[config.mk]
export PLATFORM = sky130hd
export DESIGN_NAME = mod_counter
export DESIGN_NICKNAME = d
export VERILOG_FILES = /design/src/rtl/mod_counter.sv
export SDC_FILE = /design/constraint.sdc
export NUM_CORES = 1
export LEC_CHECK = 0
export ABC_AREA = 1
export CORE_MARGIN = 5
export CORE_UTILIZATION = 39
export CTS_BUF_LIST = sky130_fd_sc_hd__clkbuf_8
export CTS_CLUSTER_DIAMETER = 50
export CTS_CLUSTER_SIZE = 24
export DETAILED_ROUTE_END_ITERATION = 12
export MAX_ROUTING_LAYER = met4
export PLACE_DENSITY = 0.77
export SYNTH_ARGS = -nofsm -noshare
export SYNTH_HDL_FRONTEND = slang
export SYNTH_SLANG_ARGS = --single-unit
[constraint.sdc]
create_clock -name clk -period 4.7 [get_ports clk]
set_clock_uncertainty 0.1 [all_clocks]
set_input_delay 0.94 -clock clk [delete_from_list [all_inputs] [get_ports clk]]
set_output_delay 0.94 -clock clk [all_outputs]
set_load 0.02 [all_outputs]
[src/rtl/mod_counter.sv]
// rtl/mod_counter.sv - Parametrised modulo up/down counter with load, wrap/saturate and event flags
module mod_counter #(
    parameter int unsigned      WIDTH   = 8,
    parameter logic [WIDTH-1:0] MAX     = {WIDTH{1'b1}},
    parameter logic [WIDTH-1:0] RST_VAL = '0
) (
    input  logic             clk,
    input  logic             rst,
    input  logic             en,
    input  logic             up,
    input  logic             sat,
    input  logic             load,
    input  logic [WIDTH-1:0] d,
    input  logic [WIDTH-1:0] cmp,
    output logic [WIDTH-1:0] q,
    output logic             tc,
    output logic             ovf,
    output logic             unf,
    output logic             match
);

    localparam logic [WIDTH:0]   MAX_X = {1'b0, MAX};
    localparam logic [WIDTH:0]   ONE_X = {{WIDTH{1'b0}}, 1'b1};
    localparam logic [WIDTH-1:0] ONE   = {{(WIDTH-1){1'b0}}, 1'b1};

    logic [WIDTH-1:0] q_q, q_d;
    logic             ovf_q, ovf_d;
    logic             unf_q, unf_d;

    logic [WIDTH:0]   inc_x;
    logic             past_max;
    logic             at_max;
    logic             above_max;
    logic             at_zero;

    always_comb begin
        // One extra bit keeps q+1 from aliasing to 0 when MAX is all ones.
        inc_x     = {1'b0, q_q} + ONE_X;
        past_max  = inc_x > MAX_X;
        at_max    = q_q == MAX;
        above_max = q_q > MAX;
        at_zero   = q_q == '0;
    end

    always_comb begin
        q_d   = q_q;
        ovf_d = 1'b0;
        unf_d = 1'b0;
        if (load) begin
            q_d = (d > MAX) ? MAX : d;
        end else if (en) begin
            if (up) begin
                if (past_max) begin
                    ovf_d = 1'b1;
                    q_d   = (sat && at_max) ? MAX : '0;
                end else begin
                    q_d = inc_x[WIDTH-1:0];
                end
            end else begin
                if (at_zero) begin
                    unf_d = 1'b1;
                    q_d   = sat ? '0 : MAX;
                end else if (above_max) begin
                    q_d = MAX;
                end else begin
                    q_d = q_q - ONE;
                end
            end
        end
    end

    always_ff @(posedge clk) begin
        if (rst) begin
            q_q   <= RST_VAL;
            ovf_q <= 1'b0;
            unf_q <= 1'b0;
        end else begin
            q_q   <= q_d;
            ovf_q <= ovf_d;
            unf_q <= unf_d;
        end
    end

    assign q     = q_q;
    assign ovf   = ovf_q;
    assign unf   = unf_q;
    assign tc    = en & ((up & at_max) | (~up & at_zero));
    assign match = q_q == cmp;

endmodule

==> After elaboration in Yosys (flattened, before gate mapping) <==
Cells that the tools add are included.
{ "totals": {"reg_bits": 10, "input_bits": 22, "elab_cells": 32} }
{ "classes": {"addsub": 2, "n_lt_le_gt_ge": 3, "eq_ne": 2, "n_mux": 11, "bitwise": 6, "reduce_logical": 5} }
{ "ops": {"columns": ["cell", "n"], "rows": [
  ["$mux W8", 9],
  ["$gt A8 B8 Y1 const B", 2],
  ["$add A8 B1 Y9 const B", 1],
  ["$gt A9 B8 Y1 const B", 1],
  ["$eq A8 B8 Y1", 1],
  ["$eq A8 B8 Y1 const B", 1],
  ["$logic_not A8 Y1", 1],
  ["$reduce_or A4 Y1", 2],
  ["$sub A8 B1 Y8 const B", 1],
  ["$and A1 B1 Y1", 3],
  ["$mux W1", 2],
  ["$not A1 Y1", 2],
  ["$reduce_bool A2 Y1", 1],
  ["$logic_and A1 B1 Y1", 1],
  ["$or A1 B1 Y1", 1]
]} }

==> Logic depth before layout (Yosys ltp) <==
{ "logic_depth": {"ltp_word": 7, "ltp_mapped": 13, "ltp_nobuf": 13} }

==> Least setup slack after synthesis <==
No wires, ideal clock.
{ "synth_timing": {"kind": "register -> output", "from": "register q_q[1], in the netlist q[1]", "to": "output port tc", "t_arrival_ps": 1710, "required_time_ps": 3660, "setup_slack_ps": 1950, "stages_incl_launch_ff": 8, "path_buffers": 0, "cell_sequence": "dfxtp_1 > ha_1 > nand2_1 > inv_1 > nand2_1 > nor2_1 > clkinv_1 > a21oi_1"} }
{ "synth_between": {"elab_chain_cells": 4} }
{ "synth_rtl": {"columns": ["element", "line", "rtl"], "rows": [
  ["start, declared", "26", "logic [WIDTH-1:0] q_q, q_d;"],
  ["start signal, assigned", "78", "q_q <= q_d;"],
  ["$eq A8 B8 Y1 or $logic_not A8 Y1 (tied branches)", "40, 42", null],
  ["$and A1 B1 Y1", "87", "assign tc = en & ((up & at_max) | (~up & at_zero));"],
  ["$or A1 B1 Y1 *", "87", null],
  ["$and A1 B1 Y1 *", "87", null],
  ["end, declared", "16", "output logic tc,"]
]} }
Mark *: on every way between the ends. The rest lies on a longest branch, timed or not.

==> Worst setup path in the final report <==
{ "layout_timing": {"from": "register q_q[0], in the netlist q[0]", "to": "output port tc"} }
The elaborated chain is that of the path after synthesis.

==> impl_summary.txt <==
----------------------------------------------------
[Run status]
  Run status ... completed

[Power]
  Max rail drop VDD ... ~0.22 mV
  Sw power ... 0.136 mW
  Part of the total power dissipated in sequential elements ... a little under a third
  Leakage component of the power ... roughly 0.7 nW
  Clock network power share ... 26.3%
  Overall Power ... 0.355 mW
  Power density over cell area ... approximately 240 nW/um^2
  Internal Dissipation ... 0.219 mW
  Power share of the combinational group ... 43.6%
  Sw Share ... 38.3%

[Clock network]
  Number of H-tree branching levels ... 1
  Deepest clock path buffer count ... 2
  CTS clock-pin slew for the worst setup and hold paths ... approximately 0.050 ns
  CTS tree ... yes
  Number of clock sinks ... 10
  Total setup buffers inserted after CTS ... 0
  Num CTS Buffers ... 3
  Clock Tree Root ... sky130_fd_sc_hd__clkbuf_8
  Later-pin clock latency in the skew report ... 0.24 ns
  # hold bufs at CTS ... 0
  Resize count post-CTS ... 0

[Synth]
  Yosys Warn Count ... 0
  Most repeated cell in the gate-level netlist after synthesis ... sky130_fd_sc_hd__nand2_1
  Cell taking the most area after synthesis ... sky130_fd_sc_hd__nand2_1
  Main area contributors after synthesis ... sky130_fd_sc_hd__nand2_1 19%, sky130_fd_sc_hd__dfxtp_1 18%, sky130_fd_sc_hd__nand3_1 8.3%
  Mean cell area of the mapped netlist ... 5.97 sq um
  Count of unique library cells instantiated by Yosys ... 26
  Synthesized net count ... roughly 220
  Combined area of all synthesized cells ... 1140 sq um
  Async set or reset register ratio after synthesis ... 0%
  Top flip-flop cell by instance count after synthesis ... sky130_fd_sc_hd__dfxtp_1
  Post-synth EDFFs ... 0
  Sequential share of the synthesized area ... 17.6%
  #FFs+latches synth ... 10
  Ranking of synthesized cells by instance count ... 59 x sky130_fd_sc_hd__nand2_1, 19 x sky130_fd_sc_hd__nand3_1, 17 x sky130_fd_sc_hd__a21oi_1
  Area fraction of the dominant cell type after synthesis ... 19.4%
  Cells after synthesis ... ~190

[Detailed routing]
  Highest Signal Layer ... met4
  Met2 wire length ... 1.47 mm
  # DRC ... 0
  Average wire per standard cell ... approximately 13 um
  Iteration-0 DRC count of the detailed router ... 44
  Overall routed net length ... ~3.2 mm
  First-pass iteration count of the detailed router ... 4
  Final antenna-violating net count ... 0
  Met3 wire length ... 185 um
  Number of vias in the routed layout ... approximately 1300
  Average vias per placed instance ... about 5.3
  Met1 wire length ... 1.44 mm

[Min path]
  Hold crit path type ... reg2reg
  Number of cells on the worst hold path ... 2
  Worst Min Path Start ... q[4]$_SDFFE_PP0P_
  Capture endpoint of the worst hold path ... q[4]$_SDFFE_PP0P_

[Finish]
  Area of all placed cells without fillers ... 1510 sq um
  Diode count ... 0
  Sequential Area ... between 200 and 250 sq um
  Util after Layout ... roughly 54%
  Share of post-route cells with drive strength above 1 ... about a tenth
  Layout overhead on the synthesized area ... 32.1%
  Multi-input combinational cell area ... just over 800 sq um
  Nets ... 249
  Number of filler instances in the final layout ... 276

[Global routing]
  Maximum number of pins on one net before global-route repair ... 17
  Antenna violations before repair ... 0
  Overflow after GRT ... 0
  Via count of the first global-routing pass ... 1177
  Overall track demand over capacity in global routing ... 16.3%
  Global-route wire length before repair ... around 5.3 mm

[Setup path]
  Endpoint of the worst-slack reg-to-reg timing path ... q[1]$_SDFFE_PP0P_
  Worst Reg2Reg Path Length in Cells ... 7
  Slowest CP cell ... sky130_fd_sc_hd__clkdlybuf4s50_1
  Most common cell on crit path ... sky130_fd_sc_hd__nand2_1
  R2r startpoint ... q[0]$_SDFFE_PP0P_
  Required time of the critical path ... 3.66 ns
  CP Max Fanout ... 9
  Largest stage delay on the critical path ... 0.62 ns
  Register-to-register setup slack ... 2.57 ns
  Kind of capture point of the worst setup path ... primary output
  Arrival time worst endpoint ... 2.50 ns
  Cell breakdown of the critical path ... ha_1, nand2_1, inv_1, nand2_1, nor2_1, clkinv_1, a21oi_1, clkdlybuf4s50_1
  Category of the most critical setup path ... reg2out
  Type of element launching the critical path ... flop

[STA]
  Number of max-slew violations in the final report ... 0
  Total negative slack ... 0 ns
  Post-layout min period ... 3.54 ns
  Tightest Pin Transition ... 0.528 ns
  Max Fclk ... roughly 0.28 GHz
  Final setup fails ... 0
  Ratio of final minimum period to clock period ... 75.2%
  Relative slew slack ... roughly 65%
  Hold Vio Cnt, Final ... 0
  Unrepaired setup endpoints after global routing ... no

[Floorplanning]
  Area of the core ... 2780 sq um
  Number of primary I/O pins ... 34
  DIE HEIGHT ... 64.1 um
  Die Area ... 4100 sq um
  Die outline width ... around 64 um
  Initial core utilization ... approximately 41%
  Number of rows created at floorplan ... 19

[Place]
  Post-DP HPWL ... 2.42 mm
  Routability cong. ... 0.820
  Quantity of I/O buffers inserted on ports ... 33
  DP Area ... 1460 sq um

[Flow run]
  Max-cap violations ... 0

----------------------------------------------------
==> kinds of logic after synthesis <==
logic type	share of synthesized area (%)
AOI/OAI and AO/OA	18.6
xor gates and xnor gates	7.68
adders and majority gates	4.39
buffers and inverters	10.9
DFF	17.6
and+or+nand+nor	40.9
==> worst max-delay path by stage <==
stage               slack, ns  cells after the start               from    end
finish                   1.16                      8  q[0]$_SDFFE_PP0P_     tc
global route             0.89                      8  q[0]$_SDFFE_PP0P_     tc
CTS                      1.17                      8  q[0]$_SDFFE_PP0P_     tc
detailed placement       1.26                      5             cmp[4]  match
global placement         1.29                      5             cmp[4]  match
floorplan                1.95                      7  q[1]$_SDFFE_PP0P_     tc
==> power by group through the flow <==
stage	Sequential (mW)	Clock, mW	Combinational (mW)
detailed placement	0.109	0	0.154
global placement	0.109	0	0.152
global route	0.109	0.0987	0.172
CTS	0.107	0.0942	0.155
floorplan	0.110	0	0.103
finish	0.107	0.0936	0.155
==> layer usage <==
layer,up-vias,GRT usage [%]
met5,-,-
met4,0,8.57
met3,9,2.63
met2,47,24.9
met1,597,20.6
li1,677,-
==> metrics by stage <==
stage               worst slack [ns]  cells  hold slack, ns
finish                          1.16    252           0.526
global route                   0.890    252           0.619
CTS                             1.17    252           0.533
detailed placement              1.26    249           0.524
global placement                1.29    249           0.529
floorplan                       1.95    191           0.560
==> cell type report <==
type                    count  share of cell area [%]
well taps                  31                    2.58
clock buffers               3                    2.74
inverters                  21                    5.24
multi-input cells         154                    54.2
flip-flops and latches     10                    13.3
repair buffers             33                    21.9
==> registers in the layout, indices dropped and copies added, names as in the netlist <==
signal,count
ovf,1
q,8
unf,1
==> cells in the final DEF, fill, tap and decap left out, types with 3 or more instances in the layout <==
| cell type | count |
|---|---|
| sky130_fd_sc_hd__nand2_1 | 59 |
| sky130_fd_sc_hd__clkdlybuf4s50_1 | 33 |
| sky130_fd_sc_hd__nand3_1 | 19 |
| sky130_fd_sc_hd__a21oi_1 | 17 |
| sky130_fd_sc_hd__inv_1 | 16 |
| sky130_fd_sc_hd__nor2_1 | 13 |
| sky130_fd_sc_hd__o21ai_0 | 13 |
| sky130_fd_sc_hd__dfxtp_1 | 10 |
| sky130_fd_sc_hd__xnor2_1 | 8 |
| sky130_fd_sc_hd__inv_2 | 4 |
| sky130_fd_sc_hd__ha_1 | 4 |
| sky130_fd_sc_hd__nand4_1 | 3 |
| sky130_fd_sc_hd__a21oi_2 | 3 |
| sky130_fd_sc_hd__o21ai_2 | 3 |
| sky130_fd_sc_hd__clkbuf_8 | 3 |
==> critical path, delay by kind of cell (launching register included) <==
family,cells,cell delay (ns)
flip-flops,1,0.51
AND/OR/NAND/NOR,3,0.30
AO/OA/AOI/OAI,1,0.23
buffers and inverters,3,0.96
adder cells (fa/ha/maj),1,0.24
Power figures use the tool's default switching activity.
